**config.mk**
```make
export PLATFORM = sky130hd
export DESIGN_NAME = activation_lut_fetcher
export DESIGN_NICKNAME = d
export VERILOG_FILES = /design/src/rtl/activation_lut_fetcher.sv
export SDC_FILE = /design/constraint.sdc
export NUM_CORES = 1
export LEC_CHECK = 0
export ABC_CLOCK_PERIOD_IN_PS = 2800
export CAP_MARGIN = 25
export CORE_ASPECT_RATIO = 1.5
export CORE_MARGIN = 2
export CORE_UTILIZATION = 48
export DETAILED_ROUTE_END_ITERATION = 8
export GPL_TIMING_DRIVEN = 0
export HOLD_SLACK_MARGIN = 0.15
export PLACE_DENSITY = 0.85
export SLEW_MARGIN = 10
export SYNTH_ARGS = -nofsm -noshare
export SYNTH_HDL_FRONTEND = slang
export SYNTH_SLANG_ARGS = --single-unit
export TNS_END_PERCENT = 50
```
**constraint.sdc**
```tcl
create_clock -name clk -period 2.8 [get_ports clk]
set_input_delay 0.56 -clock clk [delete_from_list [all_inputs] [get_ports clk]]
set_output_delay 0.56 -clock clk [all_outputs]
set_load 0.1 [all_outputs]
```
**src/rtl/activation_lut_fetcher.sv**
```systemverilog
// Fetches the two bracketing activation-table words for a signed sample x and
// presents {base, next_data, remaining} to a linear interpolator.
// Optional macro LUT_FETCH_CACHE_EN: reuse the last fetched pair when the index repeats.
module activation_lut_fetcher #(
  parameter int DATA_WIDTH = 8,
  parameter int INDEX_BITS = 4,
  parameter int FRAC_BITS  = 4
) (
  input  logic                         clk,
  input  logic                         rst,
  input  logic                         in_valid,
  output logic                         in_ready,
  input  logic [DATA_WIDTH-1:0]        in_x,
  output logic                         rom_en,
  output logic [INDEX_BITS:0]          rom_addr,
  input  logic [DATA_WIDTH-1:0]        rom_data,
  output logic                         out_valid,
  input  logic                         out_ready,
  output logic signed [DATA_WIDTH-1:0] base,
  output logic signed [DATA_WIDTH-1:0] next_data,
  output logic signed [DATA_WIDTH-1:0] remaining
);

  typedef enum logic [2:0] {
    IDLE      = 3'd0,
    RD_BASE   = 3'd1,
    RD_NEXT   = 3'd2,
    WAIT_NEXT = 3'd3,
    OUT       = 3'd4
  } state_t;

  // Flipping the index MSB turns the two's-complement range into an unsigned table offset.
  localparam logic [INDEX_BITS-1:0] MSB_FLIP = INDEX_BITS'(1) << (INDEX_BITS - 1);

  state_t                  state_q, state_d;
  logic                    in_ready_q, in_ready_d;
  logic                    rom_en_q, rom_en_d;
  logic [INDEX_BITS:0]     rom_addr_q, rom_addr_d;
  logic                    out_valid_q, out_valid_d;
  logic [DATA_WIDTH-1:0]   base_q, base_d;
  logic [DATA_WIDTH-1:0]   next_q, next_d;
  logic [DATA_WIDTH-1:0]   rem_q, rem_d;
  logic [INDEX_BITS-1:0]   idx_q, idx_d;
  logic [INDEX_BITS-1:0]   idx_w;
  logic                    hit;

`ifdef LUT_FETCH_CACHE_EN
  logic [INDEX_BITS-1:0]   last_idx_q, last_idx_d;
  logic                    cache_vld_q, cache_vld_d;
`endif

  assign idx_w = in_x[DATA_WIDTH-1:FRAC_BITS] ^ MSB_FLIP;

`ifdef LUT_FETCH_CACHE_EN
  assign hit = cache_vld_q && (idx_w == last_idx_q);
`else
  assign hit = 1'b0;
`endif

  always_ff @(posedge clk or posedge rst) begin
    if (rst) begin
      state_q     <= IDLE;
      in_ready_q  <= 1'b0;
      rom_en_q    <= 1'b0;
      rom_addr_q  <= '0;
      out_valid_q <= 1'b0;
      base_q      <= '0;
      next_q      <= '0;
      rem_q       <= '0;
      idx_q       <= '0;
`ifdef LUT_FETCH_CACHE_EN
      last_idx_q  <= '0;
      cache_vld_q <= 1'b0;
`endif
    end else begin
      state_q     <= state_d;
      in_ready_q  <= in_ready_d;
      rom_en_q    <= rom_en_d;
      rom_addr_q  <= rom_addr_d;
      out_valid_q <= out_valid_d;
      base_q      <= base_d;
      next_q      <= next_d;
      rem_q       <= rem_d;
      idx_q       <= idx_d;
`ifdef LUT_FETCH_CACHE_EN
      last_idx_q  <= last_idx_d;
      cache_vld_q <= cache_vld_d;
`endif
    end
  end

  always_comb begin
    state_d     = state_q;
    in_ready_d  = in_ready_q;
    rom_en_d    = rom_en_q;
    rom_addr_d  = rom_addr_q;
    out_valid_d = out_valid_q;
    base_d      = base_q;
    next_d      = next_q;
    rem_d       = rem_q;
    idx_d       = idx_q;
`ifdef LUT_FETCH_CACHE_EN
    last_idx_d  = last_idx_q;
    cache_vld_d = cache_vld_q;
`endif
    case (state_q)
      IDLE: begin
        // First edge out of reset only raises in_ready; samples are taken after that.
        if (!in_ready_q) begin
          in_ready_d = 1'b1;
        end else if (in_valid) begin
          in_ready_d = 1'b0;
          idx_d      = idx_w;
          rem_d      = {{(DATA_WIDTH-FRAC_BITS){1'b0}}, in_x[FRAC_BITS-1:0]};
          if (hit) begin
            state_d     = OUT;
            out_valid_d = 1'b1;
          end else begin
            state_d    = RD_BASE;
            rom_en_d   = 1'b1;
            rom_addr_d = {1'b0, idx_w};
          end
        end
      end
      RD_BASE: begin
        // Table has 2^INDEX_BITS+1 entries, so idx+1 never needs clamping.
        state_d    = RD_NEXT;
        rom_en_d   = 1'b1;
        rom_addr_d = {1'b0, idx_q} + (INDEX_BITS+1)'(1);
      end
      RD_NEXT: begin
        state_d  = WAIT_NEXT;
        base_d   = rom_data;
        rom_en_d = 1'b0;
      end
      WAIT_NEXT: begin
        state_d     = OUT;
        next_d      = rom_data;
        out_valid_d = 1'b1;
`ifdef LUT_FETCH_CACHE_EN
        last_idx_d  = idx_q;
        cache_vld_d = 1'b1;
`endif
      end
      OUT: begin
        if (out_ready) begin
          out_valid_d = 1'b0;
          in_ready_d  = 1'b1;
          state_d     = IDLE;
        end
      end
      default: begin
        state_d     = IDLE;
        rom_en_d    = 1'b0;
        out_valid_d = 1'b0;
        in_ready_d  = 1'b0;
      end
    endcase
  end

  assign in_ready  = in_ready_q;
  assign rom_en    = rom_en_q;
  assign rom_addr  = rom_addr_q;
  assign out_valid = out_valid_q;
  assign base      = base_q;
  assign next_data = next_q;
  assign remaining = rem_q;

endmodule

```
Word-level counts from Yosys, hierarchy flattened

Cells that the tools add are included.

Bitwise logic cells: 4
Reductions and logical operators: 11
Add/sub/neg operators: 1
Multiplexer cells: 16
Equal/unequal tests: 7

Operators by type and width:

| cell                                                 | count |
|---|---|
| one-hot mux 3 bit (5 select lines)                   | 1 |
| AND reduction 3 bit                                  | 4 |
| two-way mux 5 bit                                    | 2 |
| one-hot mux 5 bit (2 select lines)                   | 1 |
| two-way mux 3 bit                                    | 3 |
| one-hot mux 1 bit (3 select lines)                   | 3 |
| equality test 3 x 2 -> 1 bit (second input constant) | 2 |
| two-way mux 1 bit                                    | 6 |
| inequality test 2 bit (second input constant)        | 3 |
| OR reduction 3 bit                                   | 2 |
| adder 4 x 1 -> 5 bit (second input constant)         | 1 |
| inverter 1 bit                                       | 4 |
| AND reduction 2 bit                                  | 2 |
| equality test 3 x 1 -> 1 bit (second input constant) | 1 |
| equality test 3 bit (second input constant)          | 1 |
| logical NOT 3 bit                                    | 1 |
| nonzero test 2 bit                                   | 1 |
| OR reduction 2 bit                                   | 1 |

Word-level logic and storage cells: 48
Output and inout bits: 32
Register bits after elaboration: 35

Longest topological paths before layout

Depth after elaboration: 4
Mapped depth: 5

Worst setup path before layout

OpenSTA, ideal clock, no wires.

Path type: register to register
From: register in_ready_q, in the netlist in_ready
To: register rem_q[0], in the netlist remaining[0]
Arrival: 1.803 ns
Cell stages (with the launch flop): 5
Slack: 0.872 ns
Buffers on the path: 1
Clock period less this slack: 1.928 ns
Path through: dfrtp_1 > nand4bb_1 > buf_2 > nor2_4 > mux2_2

Cells in the longest elaborated chain, start to end: 1

RTL lines:

| item                                 | line | source |
|---|---|---|
| start: declaration                   | 36   | `logic in_ready_q, in_ready_d;` |
| start signal: assignment             | 77   | `in_ready_q <= in_ready_d;` |
| AND reduction 3 bit (no source line) | --   |  |
| end signal: assignment               | 83   | `rem_q <= rem_d;` |
| end: declaration                     | 42   | `logic [DATA_WIDTH-1:0] rem_q, rem_d;` |

No other way between the ends.
A chain may end at the register's enable or synchronous reset.

Final worst setup path

From: register in_ready_q, in the netlist in_ready
To: output in_ready

RTL lines:

| item             | line | source |
|---|---|---|
| end: declaration | 12   | `output logic in_ready,` |

No word-level cell between the ends.

==> metrics.yaml <==
drc_errors: 0
initial_core_util_pct: 49.0
globalRouteOverflowTotal: 0
syn_to_final_growth_pct: 43.5
drive_above_1_share_pct: 24.7
ctsHoldBuffers: 0
rsz0062_at_grt: "no"
antenna_found_initial: 0
drv_slew: 0
arrival_ns: 1.85
grt_max_degree: 22
final_nets: 194
path_buf_inv: 1
ioPinCount: 52
cp_top_family: "buffers and inverters"
post_dp_cell_area_mm2: 0.00208
n_fill_cell: 216
ys_top_cells_by_count: "dfrtp_1 (35), mux2_2 (22), nand2_1 (6), buf_4 (5)"
n_antenna_cell: 0
ys_types: 37
yosysMostFrequentCell: "dfrtp_1"
fin_setup_tns_ns: 0
cp_max_fo: 5
reg2reg_slack_ns: 1.16
hp-class: "register to register"
hold_viol_final: 0
coreArea_mm2: 0.00310
reg2reg_depth: 3
clock_latency_ns: 0.28
dp.cells: 206
synth-edff-count: 0
die_w_um: 49.9
port-buffer-count: 47
synth_area_per_cell_um2: 13.2
die_y_um: 72.8
cp_data_required_time_ns: 2.24
fin_skew_ns: 0.00616
crit_start: "in_ready"
cts_made_buffers: 5
max_freq_mhz: 414
crit_path_top_delay_cell: "clkdlybuf4s50_1"
synth_top_cell_area_share_pct: 57.8
async_flop_share_pct: 100
grt_pass1_wl_um: 5300
synth-seq-area-share_pct: 57.8
worstReg2RegEnd: "base[4]"
first_pass_iters: 4
drv_cap: 0
multi_input_area_um2: 557
htreeDepth: 2
drtIter0Drc: 27
startpoint_type: "register"
track_usage_pct: 19.5
synth_flop_cell: "dfrtp_1"
fin_crit_ns: 2.41
clkSlewWorstSetupHoldPaths_ns: 0.07
first_global_vias: 1136
crit_type: "register to output port"
ant_nets: 0
cts_setup_buffers: 0
crit_chain: "clkdlybuf4s50_1"
synth-warning-count: 0
setup_viol: 0
synth_top_area_cell: "dfrtp_1"
clockBufferDepth: 2
reg2reg_from: "state_q[2]"
ctsRootBufferMaster: "clkbuf_8"
timing.final.crit_share_pct: 86.2
routedWlPerCell_um: 14.1
cts_sinks: 35
tightestPinTransition_ns: 0.989
dpl.hpwl_um: 2340
synth_area_mm2: 0.00152
fin_cells: 214
cp-endpoint: "in_ready"
synthTopCellsByArea: "dfrtp_1 (58%), mux2_2 (16%), buf_4 (2.5%)"
cts_resized: 0
gp_congestion: 0.733
num_rows: 25
synth-seq-cells: 35
die_area_mm2: 0.00363
cp_num_cells: 1
outcome: "finished clean"
syn_inst: 115
drt_wl_total_um: 3010
tritoncts: "built"
fin_area_mm2: 0.00218
slowest_delay_ns: 1.16
worst_setup_path_end_kind: "output port"
seq_area_um2: 876
slew_headroom_pct: 33.9
viasPerCell: 5.10
vias: 1091
==> cell type report <==
cell class	instances	share of cell area, %
Sequential cell	35	40.3
Inverter	4	0.690
Clock buffer	8	4.60
Timing Repair Buffer	48	22.9
Tap cell	40	2.30
Buffer	10	3.68
Multi-Input combinational cell	69	25.6
==> how the worst min path moves through the flow <==
stage	start	to	slack (ns)	depth (start not counted)
after floorplan	idx_q[1]	idx_q[1]	0.51	1
final	rom_addr[0]	rom_addr[0]	0.51	1
after global routing	rom_addr[0]	rom_addr[0]	0.52	1
after detailed placement	rom_addr[0]	rom_addr[0]	0.49	1
after CTS	rom_addr[0]	rom_addr[0]	0.51	1
after global placement	rom_addr[1]	rom_addr[1]	0.48	1
==> stage by stage <==
| step | hold WS (ns) | util (%) | worst slack, ns |
|---|---|---|---|
| floorplan | 0.508 | - | 0.872 |
| global placement | 0.476 | 66.1 | 0.691 |
| detailed placement | 0.493 | 67.0 | 0.682 |
| CTS | 0.507 | 70.3 | 0.363 |
| global route | 0.524 | 70.3 | 0.330 |
| finish | 0.506 | 70.3 | 0.387 |
==> registers in the layout, indices dropped and copies added, names as in the netlist <==
signal	flops
base	8
in_ready	1
next_data	8
rom_en	1
out_valid	1
rom_addr	5
idx_q	4
state_q	3
remaining	4
==> logic make-up (layout without fill, tap and decap cells) <==
group | count (synthesis) | after routing | share of synthesized area (%)
XOR/XNOR | 2 | 2 | 1.16
adder cells (fa/ha/maj) | 1 | 1 | 0.825
multiplexers | 22 | 22 | 16.3
AO/OA/AOI/OAI | 18 | 18 | 8.50
AND/OR/NAND/NOR | 22 | 22 | 8.91
other | 1 | 4 | 0.247
flip-flops | 35 | 35 | 57.8
buffers and inverters | 14 | 70 | 6.27
==> layout by cell type (no fill, tap or decap), drive strengths merged, types with 2 or more instances in the layout <==
cell           synthesis  layout
clkdlybuf4s50          0      47
dfrtp                 35      35
mux2                  22      22
buf                    9      10
clkbuf                 1       9
nand2                  6       6
o21ai                  4       4
inv                    4       4
conb                   1       4
a21oi                  3       3
nor2                   3       3
nand2b                 2       2
nand3                  2       2
o32ai                  2       2
or2                    2       2
nor3b                  2       2
==> per-layer routing <==
layer	vias up	global-route usage, %	share of wire [%]
met2	39	35.1	55
met3	5	7.58	8.3
li1	512	-	-
met1	535	20.4	35
met5	-	0	0
met4	0	6.48	1.3
Power is not shown: default switching activity piles up to over one toggle a cycle in this logic, so the estimate is an artifact.
